**config.mk**
```make
export PLATFORM = sky130hd
export DESIGN_NAME = clock_set_controller_flat
export DESIGN_NICKNAME = d
export VERILOG_FILES = /design/src/rtl/clock_set_controller_if.sv /design/src/rtl/clock_set_controller.sv /design/src/flat_wrapper.sv
export SDC_FILE = /design/constraint.sdc
export NUM_CORES = 1
export LEC_CHECK = 0
export CAP_MARGIN = 20
export CORE_MARGIN = 1
export CORE_UTILIZATION = 55
export DETAILED_ROUTE_END_ITERATION = 6
export PLACE_DENSITY = 0.86
export SLEW_MARGIN = 5
export SYNTH_ARGS = -nofsm -noshare
export SYNTH_HDL_FRONTEND = slang
export SYNTH_SLANG_ARGS = --single-unit
```
**constraint.sdc**
```tcl
create_clock -name clk -period 8.68 [get_ports clk]
set_input_delay 0.868 -clock clk [delete_from_list [all_inputs] [get_ports clk]]
set_output_delay 0.868 -clock clk [all_outputs]
set_load 0.02 [all_outputs]
```
**src/rtl/clock_set_controller_if.sv**
```systemverilog
// Button, live-time and edit/display signals between the clock-set sequencer and its surroundings.
// Names carry the controller's point of view: i_* flow into it, o_* flow out of it.
interface clock_set_controller_if;
    logic       i_mode_btn;
    logic       i_inc_btn;
    logic [6:0] i_minutes_in;
    logic [5:0] i_hours_in;
    logic [6:0] i_alarm_minutes_in;
    logic [5:0] i_alarm_hours_in;
    logic       o_run_enable;
    logic       o_time_load;
    logic       o_alarm_load;
    logic [6:0] o_edit_minutes;
    logic [5:0] o_edit_hours;
    logic [1:0] o_display_sel;
    logic [1:0] o_field_sel;
    logic       o_blink;

    modport master (
        output i_mode_btn, i_inc_btn, i_minutes_in, i_hours_in,
               i_alarm_minutes_in, i_alarm_hours_in,
        input  o_run_enable, o_time_load, o_alarm_load, o_edit_minutes,
               o_edit_hours, o_display_sel, o_field_sel, o_blink
    );

    modport slave (
        input  i_mode_btn, i_inc_btn, i_minutes_in, i_hours_in,
               i_alarm_minutes_in, i_alarm_hours_in,
        output o_run_enable, o_time_load, o_alarm_load, o_edit_minutes,
               o_edit_hours, o_display_sel, o_field_sel, o_blink
    );
endinterface

```
**src/rtl/clock_set_controller.sv**
```systemverilog
// Two-button sequencer for setting the 24-hour clock time and alarm: hours, minutes, load,
// with press auto-repeat, inactivity timeout and a blink phase for the field being edited.
module clock_set_controller #(
    parameter int HOLD_CYCLES    = 25_000_000,
    parameter int REPEAT_CYCLES  = 5_000_000,
    parameter int BLINK_CYCLES   = 12_500_000,
    parameter int TIMEOUT_CYCLES = 500_000_000
) (
    input  logic                 clk,
    input  logic                 rst,
    clock_set_controller_if.slave bus
);
    localparam int REP_MAX = (HOLD_CYCLES > REPEAT_CYCLES) ? HOLD_CYCLES : REPEAT_CYCLES;
    localparam int REP_W   = $clog2(REP_MAX + 1);
    localparam int BLK_W   = $clog2(BLINK_CYCLES + 1);
    localparam int TO_W    = $clog2(TIMEOUT_CYCLES + 1);

    localparam logic [REP_W-1:0] HOLD_LAST   = REP_W'(HOLD_CYCLES - 1);
    localparam logic [REP_W-1:0] REPEAT_LAST = REP_W'(REPEAT_CYCLES - 1);
    localparam logic [BLK_W-1:0] BLINK_LAST  = BLK_W'(BLINK_CYCLES - 1);
    localparam logic [TO_W-1:0]  TO_LAST     = TO_W'(TIMEOUT_CYCLES - 1);

    typedef enum logic [2:0] {
        RUN, SET_HOURS, SET_MINUTES, COMMIT_TIME,
        ALARM_HOURS, ALARM_MINUTES, COMMIT_ALARM
    } state_t;

    state_t            r_state;
    logic              r_mode_prev;
    logic              r_inc_prev;
    logic [REP_W-1:0]  r_rep_cnt;
    logic              r_rep_phase;
    logic [TO_W-1:0]   r_to_cnt;
    logic [BLK_W-1:0]  r_blink_cnt;
    logic [6:0]        r_edit_minutes;
    logic [5:0]        r_edit_hours;
    logic              r_run_enable;
    logic              r_time_load;
    logic              r_alarm_load;
    logic [1:0]        r_display_sel;
    logic [1:0]        r_field_sel;
    logic              r_blink;

    state_t            w_next_state;
    logic              w_mode_press;
    logic              w_inc_press;
    logic              w_edit;
    logic              w_hours_field;
    logic              w_rep_step;
    logic              w_step_req;
    logic              w_step;
    logic              w_timeout;
    logic              w_state_change;
    logic [5:0]        w_hours_next;
    logic [6:0]        w_minutes_next;

    // Step sources and timeout; a mode press always changes state, so it discards any step.
    always_comb begin
        w_mode_press   = bus.i_mode_btn & ~r_mode_prev;
        w_inc_press    = bus.i_inc_btn & ~r_inc_prev;
        w_edit         = (r_state == SET_HOURS) || (r_state == SET_MINUTES) ||
                         (r_state == ALARM_HOURS) || (r_state == ALARM_MINUTES);
        w_hours_field  = (r_state == SET_HOURS) || (r_state == ALARM_HOURS);
        w_rep_step     = w_edit && bus.i_inc_btn && !w_inc_press &&
                         (r_rep_cnt == (r_rep_phase ? REPEAT_LAST : HOLD_LAST));
        w_step_req     = w_edit && (w_inc_press || w_rep_step);
        w_timeout      = w_edit && !w_mode_press && !w_step_req && (r_to_cnt == TO_LAST);
        w_hours_next   = (r_edit_hours >= 6'd23) ? 6'd0 : r_edit_hours + 6'd1;
        w_minutes_next = (r_edit_minutes >= 7'd59) ? 7'd0 : r_edit_minutes + 7'd1;

        w_next_state = r_state;
        case (r_state)
            RUN:           if (w_mode_press) w_next_state = SET_HOURS;
            SET_HOURS:     if (w_mode_press) w_next_state = SET_MINUTES;
                           else if (w_timeout) w_next_state = RUN;
            SET_MINUTES:   if (w_mode_press) w_next_state = COMMIT_TIME;
                           else if (w_timeout) w_next_state = RUN;
            COMMIT_TIME:   w_next_state = ALARM_HOURS;
            ALARM_HOURS:   if (w_mode_press) w_next_state = ALARM_MINUTES;
                           else if (w_timeout) w_next_state = RUN;
            ALARM_MINUTES: if (w_mode_press) w_next_state = COMMIT_ALARM;
                           else if (w_timeout) w_next_state = RUN;
            COMMIT_ALARM:  w_next_state = RUN;
            default:       w_next_state = RUN;
        endcase

        w_state_change = (w_next_state != r_state);
        w_step         = w_step_req && !w_state_change;
    end

    always_ff @(posedge clk or posedge rst) begin
        if (rst) begin
            r_state        <= RUN;
            r_mode_prev    <= 1'b0;
            r_inc_prev     <= 1'b0;
            r_rep_cnt      <= '0;
            r_rep_phase    <= 1'b0;
            r_to_cnt       <= '0;
            r_blink_cnt    <= '0;
            r_edit_minutes <= 7'd0;
            r_edit_hours   <= 6'd0;
            r_run_enable   <= 1'b1;
            r_time_load    <= 1'b0;
            r_alarm_load   <= 1'b0;
            r_display_sel  <= 2'd0;
            r_field_sel    <= 2'd0;
            r_blink        <= 1'b1;
        end else begin
            r_mode_prev <= bus.i_mode_btn;
            r_inc_prev  <= bus.i_inc_btn;
            r_state     <= w_next_state;

            if (!w_edit || w_state_change || !bus.i_inc_btn || w_inc_press) begin
                r_rep_cnt   <= '0;
                r_rep_phase <= 1'b0;
            end else if (w_rep_step) begin
                r_rep_cnt   <= '0;
                r_rep_phase <= 1'b1;
            end else begin
                r_rep_cnt   <= r_rep_cnt + REP_W'(1);
            end

            if (!w_edit || w_state_change || w_step_req)
                r_to_cnt <= '0;
            else
                r_to_cnt <= r_to_cnt + TO_W'(1);

            // Alarm values are captured as COMMIT_TIME ends, so edit_* hold steady under time_load.
            if (r_state == RUN && w_next_state == SET_HOURS) begin
                r_edit_hours   <= bus.i_hours_in;
                r_edit_minutes <= bus.i_minutes_in;
            end else if (r_state == COMMIT_TIME) begin
                r_edit_hours   <= bus.i_alarm_hours_in;
                r_edit_minutes <= bus.i_alarm_minutes_in;
            end else if (w_step) begin
                if (w_hours_field)
                    r_edit_hours <= w_hours_next;
                else
                    r_edit_minutes <= w_minutes_next;
            end

            if (w_state_change || !w_edit || w_step) begin
                r_blink     <= 1'b1;
                r_blink_cnt <= '0;
            end else if (r_blink_cnt == BLINK_LAST) begin
                r_blink     <= ~r_blink;
                r_blink_cnt <= '0;
            end else begin
                r_blink_cnt <= r_blink_cnt + BLK_W'(1);
            end

            r_run_enable  <= !(w_next_state == SET_HOURS || w_next_state == SET_MINUTES ||
                               w_next_state == COMMIT_TIME);
            r_time_load   <= (w_next_state == COMMIT_TIME);
            r_alarm_load  <= (w_next_state == COMMIT_ALARM);
            case (w_next_state)
                SET_HOURS, SET_MINUTES, COMMIT_TIME:          r_display_sel <= 2'd1;
                ALARM_HOURS, ALARM_MINUTES, COMMIT_ALARM:     r_display_sel <= 2'd2;
                default:                                      r_display_sel <= 2'd0;
            endcase
            case (w_next_state)
                SET_HOURS, ALARM_HOURS:     r_field_sel <= 2'd1;
                SET_MINUTES, ALARM_MINUTES: r_field_sel <= 2'd2;
                default:                    r_field_sel <= 2'd0;
            endcase
        end
    end

    assign bus.o_run_enable   = r_run_enable;
    assign bus.o_time_load    = r_time_load;
    assign bus.o_alarm_load   = r_alarm_load;
    assign bus.o_edit_minutes = r_edit_minutes;
    assign bus.o_edit_hours   = r_edit_hours;
    assign bus.o_display_sel  = r_display_sel;
    assign bus.o_field_sel    = r_field_sel;
    assign bus.o_blink        = r_blink;
endmodule

```
**src/flat_wrapper.sv**
```systemverilog
// flat-port wrapper written by rule: the top's interface ports become plain ports
module clock_set_controller_flat 
#(
    parameter int HOLD_CYCLES    = 25_000_000,
    parameter int REPEAT_CYCLES  = 5_000_000,
    parameter int BLINK_CYCLES   = 12_500_000,
    parameter int TIMEOUT_CYCLES = 500_000_000
)
  (clk, rst, bus_i_mode_btn, bus_i_inc_btn, bus_i_minutes_in, bus_i_hours_in, bus_i_alarm_minutes_in, bus_i_alarm_hours_in, bus_o_run_enable, bus_o_time_load, bus_o_alarm_load, bus_o_edit_minutes, bus_o_edit_hours, bus_o_display_sel, bus_o_field_sel, bus_o_blink);
  clock_set_controller_if bus_i ();
  input  logic clk;
  input  logic rst;
  input wire logic [$bits(bus_i.i_mode_btn)-1:0] bus_i_mode_btn;
  input wire logic [$bits(bus_i.i_inc_btn)-1:0] bus_i_inc_btn;
  input wire logic [$bits(bus_i.i_minutes_in)-1:0] bus_i_minutes_in;
  input wire logic [$bits(bus_i.i_hours_in)-1:0] bus_i_hours_in;
  input wire logic [$bits(bus_i.i_alarm_minutes_in)-1:0] bus_i_alarm_minutes_in;
  input wire logic [$bits(bus_i.i_alarm_hours_in)-1:0] bus_i_alarm_hours_in;
  output wire logic [$bits(bus_i.o_run_enable)-1:0] bus_o_run_enable;
  output wire logic [$bits(bus_i.o_time_load)-1:0] bus_o_time_load;
  output wire logic [$bits(bus_i.o_alarm_load)-1:0] bus_o_alarm_load;
  output wire logic [$bits(bus_i.o_edit_minutes)-1:0] bus_o_edit_minutes;
  output wire logic [$bits(bus_i.o_edit_hours)-1:0] bus_o_edit_hours;
  output wire logic [$bits(bus_i.o_display_sel)-1:0] bus_o_display_sel;
  output wire logic [$bits(bus_i.o_field_sel)-1:0] bus_o_field_sel;
  output wire logic [$bits(bus_i.o_blink)-1:0] bus_o_blink;
  assign bus_i.i_mode_btn = bus_i_mode_btn;
  assign bus_i.i_inc_btn = bus_i_inc_btn;
  assign bus_i.i_minutes_in = bus_i_minutes_in;
  assign bus_i.i_hours_in = bus_i_hours_in;
  assign bus_i.i_alarm_minutes_in = bus_i_alarm_minutes_in;
  assign bus_i.i_alarm_hours_in = bus_i_alarm_hours_in;
  assign bus_o_run_enable = bus_i.o_run_enable;
  assign bus_o_time_load = bus_i.o_time_load;
  assign bus_o_alarm_load = bus_i.o_alarm_load;
  assign bus_o_edit_minutes = bus_i.o_edit_minutes;
  assign bus_o_edit_hours = bus_i.o_edit_hours;
  assign bus_o_display_sel = bus_i.o_display_sel;
  assign bus_o_field_sel = bus_i.o_field_sel;
  assign bus_o_blink = bus_i.o_blink;
  clock_set_controller #(.HOLD_CYCLES(HOLD_CYCLES), .REPEAT_CYCLES(REPEAT_CYCLES), .BLINK_CYCLES(BLINK_CYCLES), .TIMEOUT_CYCLES(TIMEOUT_CYCLES)) u_core (.clk(clk), .rst(rst), .bus(bus_i));
endmodule
```
After elaboration in Yosys (flattened, before gate mapping) --
Cells that the tools add are included.
Word-level totals: register bits 105, latch bits 0, bits in writable memories 0, memory bits (read-only) 0, output and inout port bits 21, word-level logic and storage cells 111, memories kept 0
Operators by class: add/subtract/negate cells 5, $mul 0, div/mod/pow operators 0, order comparisons 2, equal/unequal tests 16, shift-type cells 0, mux-type cells 29, bitwise gates (word level) 5, reduce and logical (&&, ||, !) cells 39
Operators by type and width (number):
- $mux W25 | 3
- $mux W24 | 2
- $mux W7 | 5
- $mux W6 | 5
- $add A29 B1 Y29 const B | 1
- $eq A29 B29 Y1 const B | 1
- $mux W29 | 1
- $add A25 B1 Y25 const B | 1
- $eq A25 B25 Y1 | 1
- $add A24 B1 Y24 const B | 1
- $eq A24 B24 Y1 const B | 1
- $mux W3 | 6
- $pmux W3 S6 | 1
- $eq A3 B3 Y1 const B | 5
- $eq A3 B2 Y1 const B | 4
- $logic_or A1 B1 Y1 | 12
- $logic_and A1 B1 Y1 | 9
- $pmux W2 S2 | 2
- $add A7 B1 Y7 const B | 1
- $ge A7 B6 Y1 const B | 1
- $logic_not A1 Y1 | 7
- $add A6 B1 Y6 const B | 1
- $eq A3 B1 Y1 const B | 2
- $ge A6 B5 Y1 const B | 1
- other kinds (11) | 22

Depth between registers and ports, before layout --
Gate-level depths: netlist of the first run.
depth after elaboration 21, depth in mapped cells 9, gate-level depth less buffers 6

Least setup slack after synthesis of the first run --
OpenSTA, ideal clock, no wires.
kind input to register, start in bus_i_inc_btn, end reg u_core.r_edit_minutes[1] (netlist: u_core.bus.o_edit_minutes[1]), data arrival time 2.164 ns, data required time 8.555 ns, path slack 6.391 ns, stages on the path 6, buffers on the path 1, cells stage by stage and4_1 > and4_1 > o2111a_1 > buf_6 > a31oi_2 > mux2_2
On the way: cells in the longest elaborated chain, start to end 17, elaborated cells between the ends (all ways) 25, those cells by class eq/ne: 3; mux: 7; bitwise: 1; reduce/logical: 14
RTL lines:
- start: declaration | line flat_wrapper.sv:14 | input wire logic [$bits(bus_i.i_inc_btn)-1:0] bus_i_inc_btn;
- $and A1 B1 Y1 | line clock_set_controller.sv:60 | w_inc_press = bus.i_inc_btn & ~r_inc_prev;
- $logic_not A1 Y1 | line clock_set_controller.sv:64 | w_rep_step = w_edit && bus.i_inc_btn && !w_inc_press &&
- $logic_and A1 B1 Y1 (2 in series) | line clock_set_controller.sv:64
- $logic_or A1 B1 Y1 (*) | line clock_set_controller.sv:66 | w_step_req = w_edit && (w_inc_press || w_rep_step);
- $logic_and A1 B1 Y1 (*) | line clock_set_controller.sv:66
- $logic_not A1 Y1 | line clock_set_controller.sv:67 | w_timeout = w_edit && !w_mode_press && !w_step_req && (r_to_cnt == TO_LAST);
- $logic_and A1 B1 Y1 (2 in series) | line clock_set_controller.sv:67
- $mux W3
- $mux W3 (on tied branches)
- $pmux W3 S6 | line clock_set_controller.sv:72 | case (r_state)
- $ne A3 B3 Y1 | line clock_set_controller.sv:87 | w_state_change = (w_next_state != r_state);
- $logic_not A1 Y1 | line clock_set_controller.sv:88 | w_step = w_step_req && !w_state_change;
- $logic_and A1 B1 Y1 | line clock_set_controller.sv:88
- $reduce_bool A3 Y1 (no line)
- $reduce_and A2 Y1 (no line)
- end signal: assignment | line clock_set_controller.sv:131 | r_edit_minutes <= bus.i_minutes_in;
- end signal: assignment | line clock_set_controller.sv:134 | r_edit_minutes <= bus.i_alarm_minutes_in;
- end signal: assignment | line clock_set_controller.sv:139 | r_edit_minutes <= w_minutes_next;
- end: declaration | line clock_set_controller.sv:35 | logic [6:0] r_edit_minutes;
Mark *: on every way between the ends. The rest lies on a longest branch, timed or not. A chain may end at the register's enable or synchronous reset.

Worst setup path in the final report of the first run --
start in bus_i_mode_btn, end reg u_core.r_blink_cnt[23]
On the way: cells in the longest elaborated chain, start to end 13, elaborated cells between the ends (all ways) 18, those cells by class eq/ne: 1; mux: 8; bitwise: 1; reduce/logical: 8
RTL lines:
- start: declaration | line flat_wrapper.sv:13 | input wire logic [$bits(bus_i.i_mode_btn)-1:0] bus_i_mode_btn;
- $and A1 B1 Y1 (*) | line clock_set_controller.sv:59 | w_mode_press = bus.i_mode_btn & ~r_mode_prev;
- $logic_not A1 Y1 | line clock_set_controller.sv:67
- $logic_and A1 B1 Y1 (3 in series) | line clock_set_controller.sv:67
- $mux W3
- $mux W3 (on tied branches)
- $pmux W3 S6 (*) | line clock_set_controller.sv:72
- $ne A3 B3 Y1 (*) | line clock_set_controller.sv:87
- $logic_not A1 Y1 | line clock_set_controller.sv:88
- $logic_and A1 B1 Y1 | line clock_set_controller.sv:88
- $logic_or A1 B1 Y1 (*) | line clock_set_controller.sv:142 | if (w_state_change || !w_edit || w_step) begin
- $mux W24 (*) | line clock_set_controller.sv:142
- end signal: assignment | line clock_set_controller.sv:149 | r_blink_cnt <= r_blink_cnt + BLK_W'(1);
- end: declaration | line clock_set_controller.sv:34 | logic [BLK_W-1:0] r_blink_cnt;
Marked as above.

==> results.txt, run 1 <==
The repair_antennas step left the layout with diodes totalling 0. CTS saw 105 sinks. Minimum period implied by the final worst setup slack: 3010 ps.

The worst hold path belongs to the class register to register. The flow ran to the end, and the final reports show no timing, DRC or antenna violations. For the worst-skew pair, the clock arrives at the later sink with an insertion delay of 370 ps. The number of nets in the synthesized netlist is 629. By area, the combinational part of the netlist is dominated by simple AND/OR/NAND/NOR gates. The critical path is of the input pin to register type.

Setup violations remaining at the end of the flow were counted as 0. In the final layout, the multi-input gates occupy 0.00278 sq mm. Counting flops with a built-in enable in the synthesized netlist gives 0. For the number of buffers created by CTS, the log shows 9. For the row count, the log shows 36. The worst hold path begins at u_core.r_rep_cnt[0]$_DFF_PP0_. In this run the vertical extent of the chip is 103 um. For the pin with the worst max-slew slack, the measured transition is 1070 ps. The final route contains 4464 vias. Synthesis produced a netlist whose cell count is 594. By area the synthesized netlist is led by sky130_fd_sc_hd__dfrtp_1 (46%), sky130_fd_sc_hd__nor2_1 (7.9%), sky130_fd_sc_hd__xnor2_1 (7.2%).

Post-CTS repair changed the size of 0 cells. The summed instance area of the synthesized netlist is 0.00561 sq mm, and the worst-case clock buffer depth is 2. Pin placement for this block handled 51 I/O pins.

The total count of max-transition violations in the final report was 0. Routability-driven placement finished with a final weighted congestion of 0.848. The number of violations reported at the end of detailed-routing iteration 0 came out at 241. The first detailed-routing pass ran for 5 iterations.

Tracing the worst setup path back leads to its startpoint at bus_i_mode_btn. The final routed DRC violation total was 0. The largest net degree at the start of global routing was 92; the register clock-pin slew on the reported worst setup and hold paths was 90 ps. After clock tree synthesis, the flow added hold-fix buffers numbering 0.

Between clock sinks in the finished design, the worst skew comes to 9.53 ps. After detailed routing, the average wire length per cell comes to 15.2 um. From left edge to right edge, the die measures 103 um. For this run, the post-layout net count is 668. The logs give 0 ps for the total negative slack and 0 for the number of warnings issued by yosys. VDD sags by at most 0.123 mV. The vias per cell came out at 5.80. Data arrival time at the worst-slack endpoint: 3290 ps.

The run gives 777 as the filler cell count. The area fraction of the dominant cell type after synthesis was 0.460. The tool flagged a number of max-cap violations equal to 0.

After legalization and detailed placement, the total HPWL measured 8050 um. The area fraction in compound gates after synthesis is 0.0676. The simple-gate area share of the yosys netlist came out at 0.274. Top flip-flop cell by instance count after synthesis: sky130_fd_sc_hd__dfrtp_1. The sort of element at the end of the critical path is a register. The portion of netlist area occupied by mux cells came out at 0.0216.

Setup repair after global routing left no endpoint under its margin. In this run the clock root is driven by a sky130_fd_sc_hd__clkbuf_8. The fraction of the cycle the final worst path needs was 0.347; the number of port buffers was 50.

Sequential fraction of the synthesis area: 0.469. The fraction of the mapped netlist area in adder cells is 0.0112, and the layout overhead on the synthesized area is 13.6%. After synthesis the netlist holds a flip-flop and latch count of 105. The distinct cell type count of the synthesized netlist was 66. The tools report the kind of start point of the critical path as an input pin. Global routing finished with a remaining overflow of 0. The worst slew margin relative to its limit is 0.282. Based on the critical path, the design can be clocked at up to 0.332 GHz. The via count of the first global-routing pass was 4239.

The worst register-to-register path begins at u_core.r_state[0]$_DFF_PP0_. The most common cell after layout, fill and taps aside is sky130_fd_sc_hd__nor2_1. The share of async-settable or async-resettable flops after synthesis was 1.00; the global-route wire length before repair was 19200 um. The library cells used most frequently in the layout, excluding fill and tap cells, are sky130_fd_sc_hd__nor2_1 (118), sky130_fd_sc_hd__dfrtp_1 (103), sky130_fd_sc_hd__clkdlybuf4s50_1 (50), sky130_fd_sc_hd__xnor2_1 (46), sky130_fd_sc_hd__nand3_1 (35). For the number of H-tree branching levels, the log shows 3.

The run gives 0 as the residual antenna-violating net count after detailed routing. At the worst endpoint, the required time is 8960 ps. The initial antenna violation count was 0; the aggregate routed wire length was 11700 um.

TritonCTS built the clock tree. The run gives 0.571 as the initial core utilization. Registers take 0.00263 sq mm. The post-synthesis area per instance works out to 9.44 sq um. The aggregate global-route resource usage is 0.233.

For this design the ratio of total power to cell area is 221 mW/mm^2. The cell taking the most area after synthesis is sky130_fd_sc_hd__dfrtp_1. The xor-xnor portion of the synthesized cell area is 0.120, and the share of layout cells above drive strength 1 is 0.0612. The die covers 0.0106 sq mm.

Power comes to 1.41 mW. Buffers added to address setup during post-CTS repair amount to 0. Along the worst path, the maximum fanout reaches 23. In this run the static leakage power is 2.54 nW. For the area inside the core boundary, the log shows 0.00982 sq mm. The run gives 0 as the hold violation count in the final report.
==> cells in the mapped netlist, types with 11 or more instances <==
cell,number
sky130_fd_sc_hd__nor2_1,118
sky130_fd_sc_hd__dfrtp_1,103
sky130_fd_sc_hd__xnor2_1,46
sky130_fd_sc_hd__nand3_1,35
sky130_fd_sc_hd__xor2_1,31
sky130_fd_sc_hd__nand2_1,30
sky130_fd_sc_hd__nor3_1,21
sky130_fd_sc_hd__nand4_1,20
sky130_fd_sc_hd__nor4_1,17
sky130_fd_sc_hd__and3_1,16
sky130_fd_sc_hd__inv_1,14
sky130_fd_sc_hd__o21ai_0,11
==> power breakdown <==
| part | switching (mW) | internal, mW |
|---|---|---|
| sequential | 0.0781 | 0.546 |
| combinational | 0.267 | 0.221 |
| clock | 0.164 | 0.134 |
| total | 0.509 | 0.900 |
==> per-layer routing <==
| layer | GRT usage | up-vias | share of wire |
|---|---|---|---|
| met5 | 0 | - | 0 |
| met2 | 0.399 | 98 | 0.50 |
| li1 | - | 2139 | - |
| met4 | 0.0758 | 0 | 0.016 |
| met1 | 0.296 | 2208 | 0.44 |
| met3 | 0.0461 | 19 | 0.041 |
==> logic make-up (layout without fill, tap and decap cells) <==
group           after synthesis  after routing
buf+inv                      40             83
xor+xnor                     77             77
mux                          11             11
compound gates               53             53
fa+ha+maj                     5              5
simple gates                303            303
flops                       105            105
==> critical path: stages <==
cell and delay [ps]:
sky130_fd_sc_hd__clkdlybuf4s50_1 460, sky130_fd_sc_hd__nor2b_1 230, sky130_fd_sc_hd__nor4_1 390, sky130_fd_sc_hd__a21boi_0 350
sky130_fd_sc_hd__nand3b_1 680, sky130_fd_sc_hd__a21oi_1 320
==> state kept, by name, indices dropped and copies added, names as in the netlist, 2 cells and up <==
name                       count
u_core.r_to_cnt               29
u_core.bus.o_field_sel         2
u_core.bus.o_edit_minutes      7
u_core.bus.o_edit_hours        6
u_core.r_state                 3
u_core.r_rep_cnt              25
u_core.bus.o_display_sel       2
u_core.r_blink_cnt            24
==> cell type report <==
cell class / count / share of cell area
sequential: 105 / 0.413
multi-input combinational: 449 / 0.436
timing repair buffer: 54 / 0.0872
inverter: 14 / 0.00864
clock inverter: 4 / 0.00864
clock buffer: 11 / 0.0206
tap: 133 / 0.0261
==> final timing paths <==
kind                                                          end  slack, ps  cells past startpoint
worst min-delay path                u_core.r_rep_cnt[0]$_DFF_PP0_        490                      1
max in group asynchronous       u_core.bus.o_run_enable$_DFF_PP1_       6960                      4
worst max-delay path             u_core.r_blink_cnt[23]$_DFF_PP0_       5670                      6
worst max register to register   u_core.r_blink_cnt[23]$_DFF_PP0_       5940                      5
min in group asynchronous        u_core.r_blink_cnt[15]$_DFF_PP0_        740                      2
worst min register to register      u_core.r_rep_cnt[0]$_DFF_PP0_        490                      1
==> per-stage QoR <==
| step | cells | worst slack (ps) | area [sq um] | util | hold WS, ps |
|---|---|---|---|---|---|
| 6_report | 770 | 5670 | 6370 | 0.649 | 486 |
| 5_1_grt | 770 | 5410 | 6370 | 0.649 | 509 |
| 4_1_cts | 767 | 5650 | 6320 | 0.644 | 490 |
| 3_5_place_dp | 752 | 5260 | 6130 | 0.625 | 477 |
| 3_3_place_gp | 752 | 5370 | 6130 | 0.625 | 466 |
| 2_1_floorplan | 594 | 5050 | 5610 | - | 450 |
Power figures use the tool's default switching activity.
==> inputs of run 2 (changes only) <==
Clock period 8.68 ns to 2.95 ns, I/O delays scaled along.
==> run 2 against run 1 <==
Net effect:
- design area up 0.41%
- die area did not move
- non-clock buffer count grew 3
- critical path depth down 1
- critical path type is now register to register
- via count increased by 0.65%
- register-to-register slack got worse by 5400 ps
==> results.txt, run 2 (synthesis results as in run 1) <==
The run finished with clean final reports. The tools report the number of gates given a new drive strength after cts as 0. The tool flagged a number of max-cap violations equal to 0. In this run the power spent charging and discharging nets is 1.49 mW. The initial core utilization came out at 0.571.

The largest registers in the layout are u_core.r_to_cnt x29, u_core.r_rep_cnt x25, u_core.r_blink_cnt x24. Relative to the synthesized area, the layout overhead comes to 14.0%. The worst slew margin relative to its limit is 0.533. The clock passes through at most 2 buffers. The run gives 19200 um as the global-route wire length before repair. The H-tree generated during clock tree synthesis spans 3 levels. In this run the remaining antenna-violating nets after routing total 0. For the number of vias after detailed routing, the log shows 4493.

Setup violations remaining at the end of the flow were counted as 0. At the placement stage, the worst setup path has a slack of 535 ps. The half-perimeter wire length after placement is 8070 um, and the fraction of the cycle the final worst path needs is 0.808. The tree is rooted in a sky130_fd_sc_hd__clkbuf_8. After routing the design area is 0.00639 sq mm. Hold timing on the final database bottoms out at a slack of 417 ps.

The vias per cell was 5.80. The library cells used most frequently in the layout, excluding fill and tap cells, are sky130_fd_sc_hd__nor2_1 (118), sky130_fd_sc_hd__dfrtp_1 (103), sky130_fd_sc_hd__clkdlybuf4s50_1 (50), sky130_fd_sc_hd__xnor2_1 (46), sky130_fd_sc_hd__nand3_1 (35). The tools report the sequential share of power as 0.442. The share of layout cells above drive strength 1 came out at 0.0702. The worst setup path is launched from a register.

0 antenna diodes ended up in the layout. 51 I/O pins were placed. For the aggregate routed wire length, the log shows 11500 um. At the worst endpoint, the arrival time is 2650 ps. The largest net degree at the start of global routing was 106. The worst register-to-register path begins at u_core.r_state[1]$_DFF_PP0_. For this run, the detailed router's first-pass iteration total came to 6.

The run gives 774 as the count of non-filler cells in the finished layout. After clock tree synthesis, the flow added hold-fix buffers numbering 0. The core region is 0.00982 sq mm. In this run the post-CTS setup repair buffer count came out at 0. The filler cells instantiated in the layout total 781. The tools report the die outline area as 0.0106 sq mm.

In this run the tool buffered the top-level ports with 50 buffer cells. The clock drives 105 sinks. Setup repair after global routing left no endpoint under its margin. The clock insertion delay at the later pin of the skew report is 380 ps, and the number of flip-flops in the largest register is 29. Summing internal, switching and leakage power gives 4.15 mW. The most common cell after layout, fill and taps aside was sky130_fd_sc_hd__nor2_1. TritonCTS built the clock tree. For the aggregate global-route resource usage, the log shows 0.230. STA puts the critical path data required time at 3220 ps. The transition time of the tightest slew-check pin is 697 ps. The die is 103 um wide. The per-cell routed wire length works out to 14.9 um.

In this run, the number of DRC markers left after iteration 0 of detailed routing was 191. The total count of max-transition violations in the final report was 0. Global routing finished with a remaining overflow of 0.

The portion of total power attributed to combinational logic was 0.340. The routability-driven placement congestion ratio came out at 0.873. The register with the most flip-flops in the final layout is u_core.r_to_cnt.

In the final timing run, aggregate negative setup slack is 0 ps. Across all register-to-register paths, the minimum setup slack is 570 ps. The cell leakage power is 2.56 nW. The worst setup path is of the register to register kind. The highest clock frequency the design can meet was 0.419 GHz; the via count of the first global-routing pass was 4194. The proportion of total power due to net switching is 0.359, and the worst clock skew is 7.22 ps.

The worst register-to-register path ends at u_core.bus.o_edit_minutes[1]$_DFFE_PP0P_. The core occupancy in the finished layout was 0.651. Worst setup slack after layout: 565 ps. The worst-path maximum fanout is 18, and the count of cells along the worst register-to-register path is 5. Initial antenna violation count: 0. The path class of the tightest hold or removal check is input pin to asynchronous set/reset pin. Once placement completed, the tool counted placed cells totaling 758. After clock tree synthesis, the clock-pin slew on the worst setup and hold paths is 100 ps.

The die is 103 um tall. The placement-stage cell area came out at 0.00619 sq mm. STA classifies the critical path endpoint as a register. After the last flow step, the layout net total stands at 671. Counting the buffers created by CTS gives 9. The tools report the portion of total power attributed to the clock network as 0.217. The worst vdd rail ir drop is 0.367 mV, and the minimum period implied by the final worst setup slack is 2380 ps. The power per unit of standard cell area works out to 649 mW/mm^2. The hold violation count in the final report came out at 0.

In this run the core area contains 36 standard-cell rows. The internal portion of the total power is 2.66 mW. In the routed design, unresolved DRC markers number 0.
## run 2: layout make-up
class                   instances  area [sq um]  area share
repair buffers                 57           566      0.0884
clock buffers                   9           124      0.0194
well taps                     133           166      0.0260
multi-input cells             449          2780       0.434
clock inverters                 7          77.6      0.0121
flip-flops and latches        105          2630       0.411
inverters                      14          56.3     0.00880
## run 2: metal layers
layer  track usage  part of all wire  up-vias
li1              -                 -     2152
met5             0                 0        -
met3        0.0481             0.050       20
met4        0.0737             0.016        0
met2         0.385              0.49      129
met1         0.300              0.44     2192
## run 2: how the worst max path moves through the flow
stage	cells past startpoint	endpoint	start	slack [ps]
CTS	5	u_core.bus.o_edit_minutes[5]$_DFFE_PP0P_	u_core.r_state[2]$_DFF_PP0_	570
floorplan	6	u_core.bus.o_edit_minutes[5]$_DFFE_PP0P_	u_core.bus.o_edit_minutes[0]$_DFFE_PP0P_	990
global placement	7	u_core.r_rep_cnt[4]$_DFF_PP0_	bus_i_mode_btn	600
global route	5	u_core.bus.o_edit_minutes[1]$_DFFE_PP0P_	u_core.r_state[1]$_DFF_PP0_	290
finish	5	u_core.bus.o_edit_minutes[1]$_DFFE_PP0P_	u_core.r_state[1]$_DFF_PP0_	570
detailed placement	7	u_core.r_rep_cnt[22]$_DFF_PP0_	bus_i_mode_btn	540
## run 2: power by group through the flow
stage / combinational, mW / sequential, mW / clock [mW]
final: 1.41 / 1.84 / 0.903
after global routing: 1.56 / 1.87 / 0.988
after CTS: 1.42 / 1.83 / 0.922
after detailed placement: 1.41 / 1.86 / 0
after global placement: 1.37 / 1.85 / 0
after floorplan: 0.930 / 1.89 / 0
## run 2: worst max-delay path, stage by stage, from the launching register on
cell and delay, ps:
sky130_fd_sc_hd__dfrtp_1 700, sky130_fd_sc_hd__and3b_1 650, sky130_fd_sc_hd__a211oi_1 240, sky130_fd_sc_hd__a221oi_1 310, sky130_fd_sc_hd__nor2_1 90, sky130_fd_sc_hd__mux2_2 270
==> inputs of run 3 (changes only) <==
Clock period 2.95 ns to 2.3 ns, I/O delays scaled along.
==> run 3 against run 2 <==
Net effect:
- non-clock buffer count rose by 16
- flip-flop and latch count did not move
- highest routed layer unchanged
- sequential share of layout area fell by 1.0 points
- clock skew rose by 2.5 ps
- utilization rose by 1.6 points
- total power rose by 33%
- design area rose by 2.5%
==> results.txt, run 3 (synthesis results as in run 1) <==
The library cells used most frequently in the layout, excluding fill and tap cells, are sky130_fd_sc_hd__nor2_1 (118), sky130_fd_sc_hd__dfrtp_1 (103), sky130_fd_sc_hd__clkdlybuf4s50_1 (50), sky130_fd_sc_hd__xnor2_1 (46), sky130_fd_sc_hd__nand3_1 (35). The initial antenna violation count was 0. Once routing completed, OpenROAD measured the worst setup slack at 126 ps. In this run the horizontal extent of the chip is 103 um. For the number of failing setup endpoints in the final timing report, the log shows 0.

The most common cell after layout, fill and taps aside is sky130_fd_sc_hd__nor2_1. The tools report the number of violations reported at the end of detailed-routing iteration 0 as 228. The critical path is of the register to register type. The run gives 20500 um as the global-route wire length before repair. The worst-path maximum fanout was 12; the placement-stage cell area was 0.00635 sq mm. At the pin with the least slew margin, the transition time is 582 ps. Traced cell by cell, the critical path runs through o21a_1, nor4_1, nand3_1, buf_4, nor2_1, buf_4, o211ai_1. The tools report the routability-driven placement congestion ratio as 0.859. The data arrival time at the worst-slack endpoint was 2410 ps; the vias per cell was 5.77.

The tools report the aggregate global-route resource usage as 0.246. The die is 103 um tall. The fraction of the cycle the final worst path needs is 0.945, and the register clock-pin slew on the reported worst setup and hold paths is 90 ps. For this design the static power due to leakage is 2.64 nW. After routing, the total negative slack on setup checks comes to 0 ps. With fillers left out, the area of the finished cells amounts to 0.00656 sq mm.

Dividing the detail-routed wire length by the instance count gives 15.4 um. The clock tree synthesis step divided the H-tree into 3 levels. For this run, design rule violations remaining after detail routing come to 0. At the end of the flow, the number of nets in the layout was 687. Detailed routing inserted a total of 4558 vias. The smallest clock period supported by the final layout is computed as 2170 ps.

Clock insertion delay at the later pin of the skew report: 370 ps. The largest individual stage delay along the critical path comes from the cell sky130_fd_sc_hd__dfrtp_1. STA classifies the critical path endpoint as a register. The power per unit of standard cell area came out at 842 mW/mm^2.

The register name with the most flops is u_core.r_to_cnt. Hold timing on the final database bottoms out at a slack of 362 ps. The row count is 36, and the clock sink count is 105. Wires add up to 12200 um. Buffers inserted during clock tree synthesis total 9. The layout overhead on the synthesized area was 16.9%; the number of diodes was 0. In this run the tool buffered the top-level ports with 50 buffer cells. The residual antenna-violating net count after detailed routing is 0, and the worst vdd rail ir drop is 0.543 mV. For the die outline area, the log shows 0.0106 sq mm. The flow ran to the end, and the final reports show no timing, DRC or antenna violations. The worst setup path is launched from a register. For the worst setup path, the data required time is 2530 ps. The hold violation count in the final report came out at 0. Total count of max-transition violations in the final report: 0. Setup repair after global routing left no endpoint under its margin.

Detailed placement finished with a half-perimeter wire length of 8570 um. TritonCTS built the clock tree. The largest net degree at the start of global routing came out at 106.

For the worst slew margin relative to its limit, the log shows 0.610. The master cell of the clock root buffer was sky130_fd_sc_hd__clkbuf_8. The share of layout cells above drive strength 1 is 0.0928, and the maximum single-stage delay on the critical path is 520 ps. The register with the most flip-flops in the layout has 29 of them.

The run gives 4483 as the via count of the first global-routing pass. Summing internal, switching and leakage power gives 5.52 mW. The initial core utilization is 0.571.

The first detailed-routing pass ran for 7 iterations. Global routing finished with a remaining overflow of 0. The logs give 0.460 GHz for the highest clock frequency the design can meet and 2 for the worst-case clock buffer depth.

The largest registers in the layout are u_core.r_to_cnt x29, u_core.r_rep_cnt x25, u_core.r_blink_cnt x24. Across the run, the number of max-cap violations was 0. The core region is 0.00982 sq mm.

The pre-CTS setup slack came out at -26.5 ps. The worst clock skew came out at 9.69 ps. For this design the top-level I/O count stands at 51. The tools report the hold buffer count at CTS as 0. The kind of path behind the tightest hold check is input pin to asynchronous set/reset pin. Most frequent cell on the critical path: sky130_fd_sc_hd__buf_4.
## run 3: cell types whose count changed in the layout (fill, tap and decap cells not counted), sizes merged
cell,change
inv,-2
clkinv,-1
clkbuf,+3
buf,+16
## run 3: path summary, 6_finish.rpt
check                      depth (start not counted)                                       end  slack, ps                          from
max reg2reg                                        7       u_core.bus.o_field_sel[1]$_DFF_PP0_        130   u_core.r_state[2]$_DFF_PP0_
min in group clk                                   1              u_core.r_mode_prev$_DFF_PP0_        400                bus_i_mode_btn
max                                                7       u_core.bus.o_field_sel[1]$_DFF_PP0_        130   u_core.r_state[2]$_DFF_PP0_
min reg2reg                                        1              u_core.r_to_cnt[0]$_DFF_PP0_        490  u_core.r_to_cnt[0]$_DFF_PP0_
min                                                3         u_core.bus.o_alarm_load$_DFF_PP0_        360                           rst
max in group asynchronous                          3  u_core.bus.o_edit_minutes[2]$_DFFE_PP0P_       1510                           rst
## run 3: what timing repair did
action                                  CTS  global route
endpoints found under the setup margin    0            10
buffers inserted                          0             0
gates resized for setup                   0             2
## run 3: critical path, delay by kind of cell (launching register included)
family / cells / cell delay [ps]
and+or+nand+nor: 3 / 780
AOI/OAI and AO/OA: 2 / 390
buffers and inverters: 2 / 350
DFF: 1 / 520
## run 3: routing by layer
metal	wire length, um	vias to the layer above	part of all wire	global-route usage
met3	510	20	0.042	0.0447
li1	-	2187	-	-
met4	167	0	0.014	0.0910
met5	0	-	0	0
met1	5220	2243	0.43	0.312
met2	6290	108	0.52	0.423
## run 3: area by class of cell
type,instances,area (sq um)
inverter,14,56.3
tap,133,166
fill,760,3260
clock inverter,4,52.6
sequential,105,2630
multi-input combinational,449,2780
clock buffer,12,145
timing repair buffer,73,723
## run 3: power by group
group	switching, mW	internal [mW]
clock	0.616	0.539
sequential	0.241	2.06
combinational	1.10	0.965
## run 3: stage by stage
stage / cells / utilization
final: 790 / 0.668
after global routing: 790 / 0.668
after CTS: 790 / 0.667
after detailed placement: 774 / 0.647
after global placement: 774 / 0.647
after floorplan: 594 / -
